<file path="config.mk">
export PLATFORM = sky130hd
export DESIGN_NAME = myproject_dot_accum
export DESIGN_NICKNAME = d
export VERILOG_FILES = /design/src/rtl/myproject_dot_pkg.sv /design/src/rtl/myproject_round_sat.sv /design/src/rtl/myproject_dot_accum.sv
export SDC_FILE = /design/constraint.sdc
export NUM_CORES = 1
export LEC_CHECK = 0
export BUFFER_PORTS_ARGS = -buffer_cell sky130_fd_sc_hd__buf_2
export CELL_PAD_IN_SITES_DETAIL_PLACEMENT = 1
export CELL_PAD_IN_SITES_GLOBAL_PLACEMENT = 1
export CORE_ASPECT_RATIO = 0.75
export CORE_MARGIN = 2
export CORE_UTILIZATION = 48
export CTS_CLUSTER_SIZE = 24
export DETAILED_ROUTE_END_ITERATION = 6
export PLACE_DENSITY_LB_ADDON = 0.1
export SLEW_MARGIN = 15
export SYNTH_ARGS = -nofsm -noshare
export SYNTH_HDL_FRONTEND = slang
export SYNTH_SLANG_ARGS = --single-unit
</file>
<file path="constraint.sdc">
create_clock -name ap_clk -period 11.71 [get_ports ap_clk]
set_clock_uncertainty 0.1 [all_clocks]
set_input_delay 1.7565 -clock ap_clk [delete_from_list [all_inputs] [get_ports ap_clk]]
set_output_delay 1.7565 -clock ap_clk [all_outputs]
set_load 0.01 [all_outputs]
</file>
<file path="src/rtl/myproject_dot_pkg.sv">
// Shared widths, derived limits and signed types for the dot-product
// accumulate and requantise datapath.
package myproject_dot_pkg;

    localparam int PROD_W   = 27;
    localparam int N_TERMS  = 16;
    localparam int ACC_W    = 32;
    localparam int SHIFT    = 10;
    localparam int OUT_W    = 16;

    localparam int OUT_MAX  = 2 ** (OUT_W - 1) - 1;
    localparam int OUT_MIN  = -(2 ** (OUT_W - 1));
    localparam int RND_HALF = 2 ** (SHIFT - 1);

    typedef logic signed [PROD_W-1:0] prod_t;
    typedef logic signed [ACC_W-1:0]  acc_t;
    typedef logic signed [OUT_W-1:0]  out_t;

    function automatic int cnt_w(input int n);
        return (n > 1) ? $clog2(n) : 1;
    endfunction

endpackage

</file>
<file path="src/rtl/myproject_round_sat.sv">
// Round-half-up right shift of a wide signed sum, then signed
// saturation to the output width with an overflow flag.
module myproject_round_sat #(
    parameter int ACC_W = myproject_dot_pkg::ACC_W,
    parameter int SHIFT = myproject_dot_pkg::SHIFT,
    parameter int OUT_W = myproject_dot_pkg::OUT_W
) (
    input  logic signed [ACC_W-1:0] acc,
    output logic signed [OUT_W-1:0] dout,
    output logic                    ovf
);

    localparam logic signed [ACC_W:0] RNDV =
        {{ACC_W{1'b0}}, 1'b1} << (SHIFT - 1);
    localparam logic signed [ACC_W:0] MAXV =
        {{(ACC_W - OUT_W + 2){1'b0}}, {(OUT_W - 1){1'b1}}};
    localparam logic signed [ACC_W:0] MINV =
        {{(ACC_W - OUT_W + 2){1'b1}}, {(OUT_W - 1){1'b0}}};

    logic signed [ACC_W:0] sum;
    logic signed [ACC_W:0] r;

    // one guard bit keeps the rounding add from wrapping
    assign sum = $signed({acc[ACC_W-1], acc}) + RNDV;
    assign r   = sum >>> SHIFT;

    always_comb begin
        dout = r[OUT_W-1:0];
        ovf  = 1'b0;
        unique case (1'b1)
            (r > MAXV): begin
                dout = MAXV[OUT_W-1:0];
                ovf  = 1'b1;
            end
            (r < MINV): begin
                dout = MINV[OUT_W-1:0];
                ovf  = 1'b1;
            end
            default: ;
        endcase
    end

endmodule

</file>
<file path="src/rtl/myproject_dot_accum.sv">
// Accumulates N_TERMS signed products per vector and emits one
// requantised, saturated result per vector on a valid/ready stream.
module myproject_dot_accum #(
    parameter int PROD_W  = myproject_dot_pkg::PROD_W,
    parameter int N_TERMS = myproject_dot_pkg::N_TERMS,
    parameter int ACC_W   = myproject_dot_pkg::ACC_W,
    parameter int SHIFT   = myproject_dot_pkg::SHIFT,
    parameter int OUT_W   = myproject_dot_pkg::OUT_W
) (
    input  logic                     ap_clk,
    input  logic                     ap_rst,
    input  logic signed [PROD_W-1:0] prod_din,
    input  logic                     prod_vld,
    output logic                     prod_rdy,
    output logic signed [OUT_W-1:0]  out_dout,
    output logic                     out_vld,
    input  logic                     out_rdy,
    output logic                     out_ovf
);

    import myproject_dot_pkg::*;

    localparam int CW = cnt_w(N_TERMS);
    localparam logic [CW-1:0] LAST = CW'(N_TERMS - 1);

    if (N_TERMS < 1 || SHIFT < 1 ||
        ACC_W < PROD_W + $clog2(N_TERMS)) begin : g_param_chk
        $error("myproject_dot_accum: illegal parameters");
    end

    logic [CW-1:0]            cnt;
    logic signed [ACC_W-1:0]  acc;
    logic signed [ACC_W-1:0]  acc_next;
    logic signed [ACC_W-1:0]  prod_ext;
    logic signed [OUT_W-1:0]  rs_dout;
    logic                     rs_ovf;
    logic                     last;
    logic                     accept;

    assign last     = (cnt == LAST);
    assign prod_rdy = ~(out_vld & last);
    assign accept   = prod_vld & prod_rdy;
    assign prod_ext =
        {{(ACC_W - PROD_W){prod_din[PROD_W-1]}}, prod_din};
    assign acc_next =
        ((cnt == '0) ? '0 : acc) + prod_ext;

    myproject_round_sat #(
        .ACC_W (ACC_W),
        .SHIFT (SHIFT),
        .OUT_W (OUT_W)
    ) u_round_sat (
        .acc  (acc_next),
        .dout (rs_dout),
        .ovf  (rs_ovf)
    );

    always_ff @(posedge ap_clk) begin
        if (ap_rst) begin
            acc      <= '0;
            cnt      <= '0;
            out_vld  <= 1'b0;
            out_dout <= '0;
            out_ovf  <= 1'b0;
        end else begin
            if (out_vld && out_rdy)
                out_vld <= 1'b0;
            if (accept) begin
                acc <= acc_next;
                cnt <= last ? '0 : cnt + CW'(1);
                if (last) begin
                    out_vld  <= 1'b1;
                    out_dout <= rs_dout;
                    out_ovf  <= rs_ovf;
                end
            end
        end
    end

endmodule

</file>
==> results.yml <==
status:
  status: "completed"
logic_synthesis:
  synthTopCellsByArea: "dfxtp_1 22%, ha_1 8.5%, nand2_1 7.3%"
  synth_fa_ha_area_frac: 0.0893
  synthMuxAreaShare: 0.00702
  yosysTopAreaCellShare: 0.217
  synthDistinctLibCells: 75
  yosysWarnings: 0
  yosysTopAreaCell: "dfxtp_1"
  ys_seq_area_frac: 0.217
  synthSimpleGateAreaFrac: 0.278
  ys_seq_elements: 54
  synth_top_family_by_area: "compound AO/OA/AOI/OAI gates"
  synthArstFlopShare: 0
  avgSynthCellArea_um2: 7.65
  syn-instance-count: 652
  synth_compound_area_frac: 0.296
  synth_enable_flop_cells: 0
  yosys_most_used_dff: "dfxtp_1"
  synth_xor_area_frac: 0.0695
  synth_nets: 718
  syn_area_mm2: 0.00499
worst_setup_path:
  startpoint: "prod_din[0]"
  crit_family: "compound AO/OA/AOI/OAI gates"
  rr_startpoint: "cnt[0]$_SDFFE_PP0P_"
  crit_required_ps: 11850
  cpMaxStageDelayCell: "a31oi_2"
  max_stage_delay_ps: 890
  crit_fanout: 16
  arrival_ps: 6490
  startpoint_type: "primary input"
  crit_type: "primary input to flip-flop"
  path_cells: "buf_2 > ha_1 > fa_1 > a211oi_1 > o211ai_1 > a21oi_1 > o21ai_0 > xor2_1 > nand4_2 > a21o_1 > o211ai_1 > o21ai_0 > a31oi_2 > o221a_1"
  critPathBufInv: 1
  endpoint_kind: "flip-flop"
route:
  highest_layer: "met4"
  drt_iter0_drc: 291
  vias: 5105
  met3_length_um: 742
  detail-route-antenna-nets: 0
  m1WireLength_mm: 7.54
  viasPerCell: 6.29
  wl_per_cell_um: 19.4
  drc: 0
  wl_met2_mm: 7.20
  wl_mm: 15.8
  drtPass1Iterations: 5
grt:
  grtUsageTotal: 0.286
  grt-ovfl-total: 0
  grt_pass1_vias: 5125
  grt_pass1_wl_mm: 25.8
  grt_start_max_net_pins: 45
  antenna_found_initial: 0
sta:
  hold_slack_ps: 352
  layout_min_cycle_time_ps: 6350
  relSlewSlack: 0.284
  tightest_slew_ps: 1070
  fin_crit_sh: 0.542
  hold_viol: 0
  rsz0062_at_grt: "false"
  drv_slew: 0
  max_freq_mhz: 157
  setup_tns_ps: 0
  setup_viol: 0
place:
  routabilityCongestion: 0.929
  io_buffer_count: 49
  place_area_mm2: 0.00526
  hpwl_mm: 11.8
finish:
  fillers: 1338
  final_area_mm2: 0.00542
  areaGrowthSynthToFinish_pct: 8.70
  drive_above_1_share: 0.148
  fin_nets: 741
  n_antenna_cell: 0
cts:
  htree_num_levels: 2
  cts-buffers-inserted: 5
  cts_setup_buffers: 0
  cts_tree: "done"
  clk_pin_slew_ps: 70
  clockBufferDepth: 2
  clock-root-buffer: "clkbuf_16"
  clkSinkCount: 54
  clock_latency_ps: 300
  cts_resized: 0
  holdBufCountCts: 0
floorplan:
  die_h_um: 92.3
  die_area_mm2: 0.0112
  ios: 50
  die_w_um: 122
  core-area_mm2: 0.0102
  rows: 32
  initial_core_util: 0.489
run:
  cap_violations: 0
min_path:
  hp-class: "flip-flop to flip-flop"
  hp-start: "acc[26]$_SDFFE_PP0P_"
power_and_ir_drop:
  ir_worst_vdd_v: 0.0000500
  p_per_area_mw_per_mm2: 100
  p_leak_nw: 2.15
cells in the final DEF, fill, tap and decap left out, types with 5 or more instances in the layout:
cell type	n
dfxtp_1	54
or3_1	7
nor3_1	6
clkbuf_16	5
and4_1	6
nor2b_1	32
o21ai_0	27
a31oi_1	12
and3_1	6
nand3_1	15
a21o_1	14
o21ai_1	5
xor2_1	9
inv_1	9
nand2_1	97
o21a_1	7
a21oi_1	68
o211ai_1	6
nor2_1	43
a211oi_1	7
buf_2	49
o2bb2ai_1	5
o22ai_2	10
and2_1	8
xnor2_1	25
ha_1	34
nand2b_1	14
nand4_1	14
where the power goes:
part           total (mW)  switching, mW  leakage (nW)  internal (mW)
Combinational       0.168          0.109          1.63         0.0589
Clock               0.177         0.0761        0.0771          0.101
Sequential          0.197        0.00422         0.441          0.193
Total               0.542          0.190          2.15          0.353
flip-flops by register name (all words and copies together), names as in the netlist:
register	count
acc	32
out_dout	16
cnt	4
out_ovf	1
out_vld	1
through the flow:
step | setup WS [ps] | power (mW) | instances | utilization
final | 5360 | 0.542 | 812 | 0.531
after global routing | 4880 | 0.569 | 812 | 0.531
after CTS | 5390 | 0.544 | 812 | 0.531
after detailed placement | 5130 | 0.365 | 804 | 0.515
after global placement | 5400 | 0.360 | 804 | 0.515
after floorplan | 6320 | 0.323 | 652 | -
synth_stat cells (4+ instances only):
master	n
nand4_1	14
o21ai_1	5
a211o_1	4
nand3_1	15
dfxtp_1	54
xor2_1	9
and3_1	6
o21bai_1	4
o21ai_0	27
nand2b_1	14
nor3_1	6
inv_1	9
a21oi_1	68
a31oi_1	12
nor2b_1	32
clkbuf_1	18
and2_1	8
or3_1	7
o211ai_1	6
xnor2_1	25
nor2_1	43
and4_1	6
a211oi_1	7
ha_1	34
o21a_1	7
buf_2	11
a21o_1	14
nand2_1	97
o22ai_2	10
o2bb2ai_1	5
a21oi_2	4
final cells by class:
| type | count | area [um2] | area share |
|---|---|---|---|
| clock buffer | 6 | 129 | 0.0238 |
| clock inverter | 2 | 37.5 | 0.00692 |
| inverter | 9 | 33.8 | 0.00623 |
| multi-input combinational | 552 | 3700 | 0.682 |
| sequential | 54 | 1080 | 0.199 |
| tap | 136 | 170 | 0.0314 |
| timing repair buffer | 53 | 275 | 0.0507 |
per-layer routing:
layer  GRT usage  vias to the layer above
met5           0                        -
met1       0.391                     2516
li1            -                     2430
met2       0.476                      131
met4      0.0747                        0
met3      0.0388                       28
worst paths after layout:
| check | cells after the start | slack, ps | to |
|---|---|---|---|
| max | 14 | 5360 | out_ovf$_SDFFE_PP0P_ |
| min | 2 | 350 | acc[26]$_SDFFE_PP0P_ |
| max reg2reg | 18 | 5690 | out_ovf$_SDFFE_PP0P_ |
| min reg2reg | 2 | 350 | acc[26]$_SDFFE_PP0P_ |
kinds of logic (layout without fill, tap and decap cells):
family / Yosys count / in the layout
simple gates: 268 / 268
buf+inv: 46 / 70
mux: 3 / 3
fa+ha+maj: 35 / 35
compound gates: 209 / 209
xor+xnor: 37 / 37
flops: 54 / 54
worst register-to-register path: stages (launching register included):
cell and delay, ps:
dfxtp_1 350, inv_1 110, ha_1 140, nor3b_2 140, buf_4 370, nor2b_1 110, ha_1 230, fa_1 440
a211oi_1 350, o211ai_1 150, a21oi_1 520, o21ai_0 220, xor2_1 510, nand4_2 380, a21o_1 290, o211ai_1 190
o21ai_0 140, a31oi_2 890, o221a_1 340
Note: power is estimated with default switching activity, not from simulation.
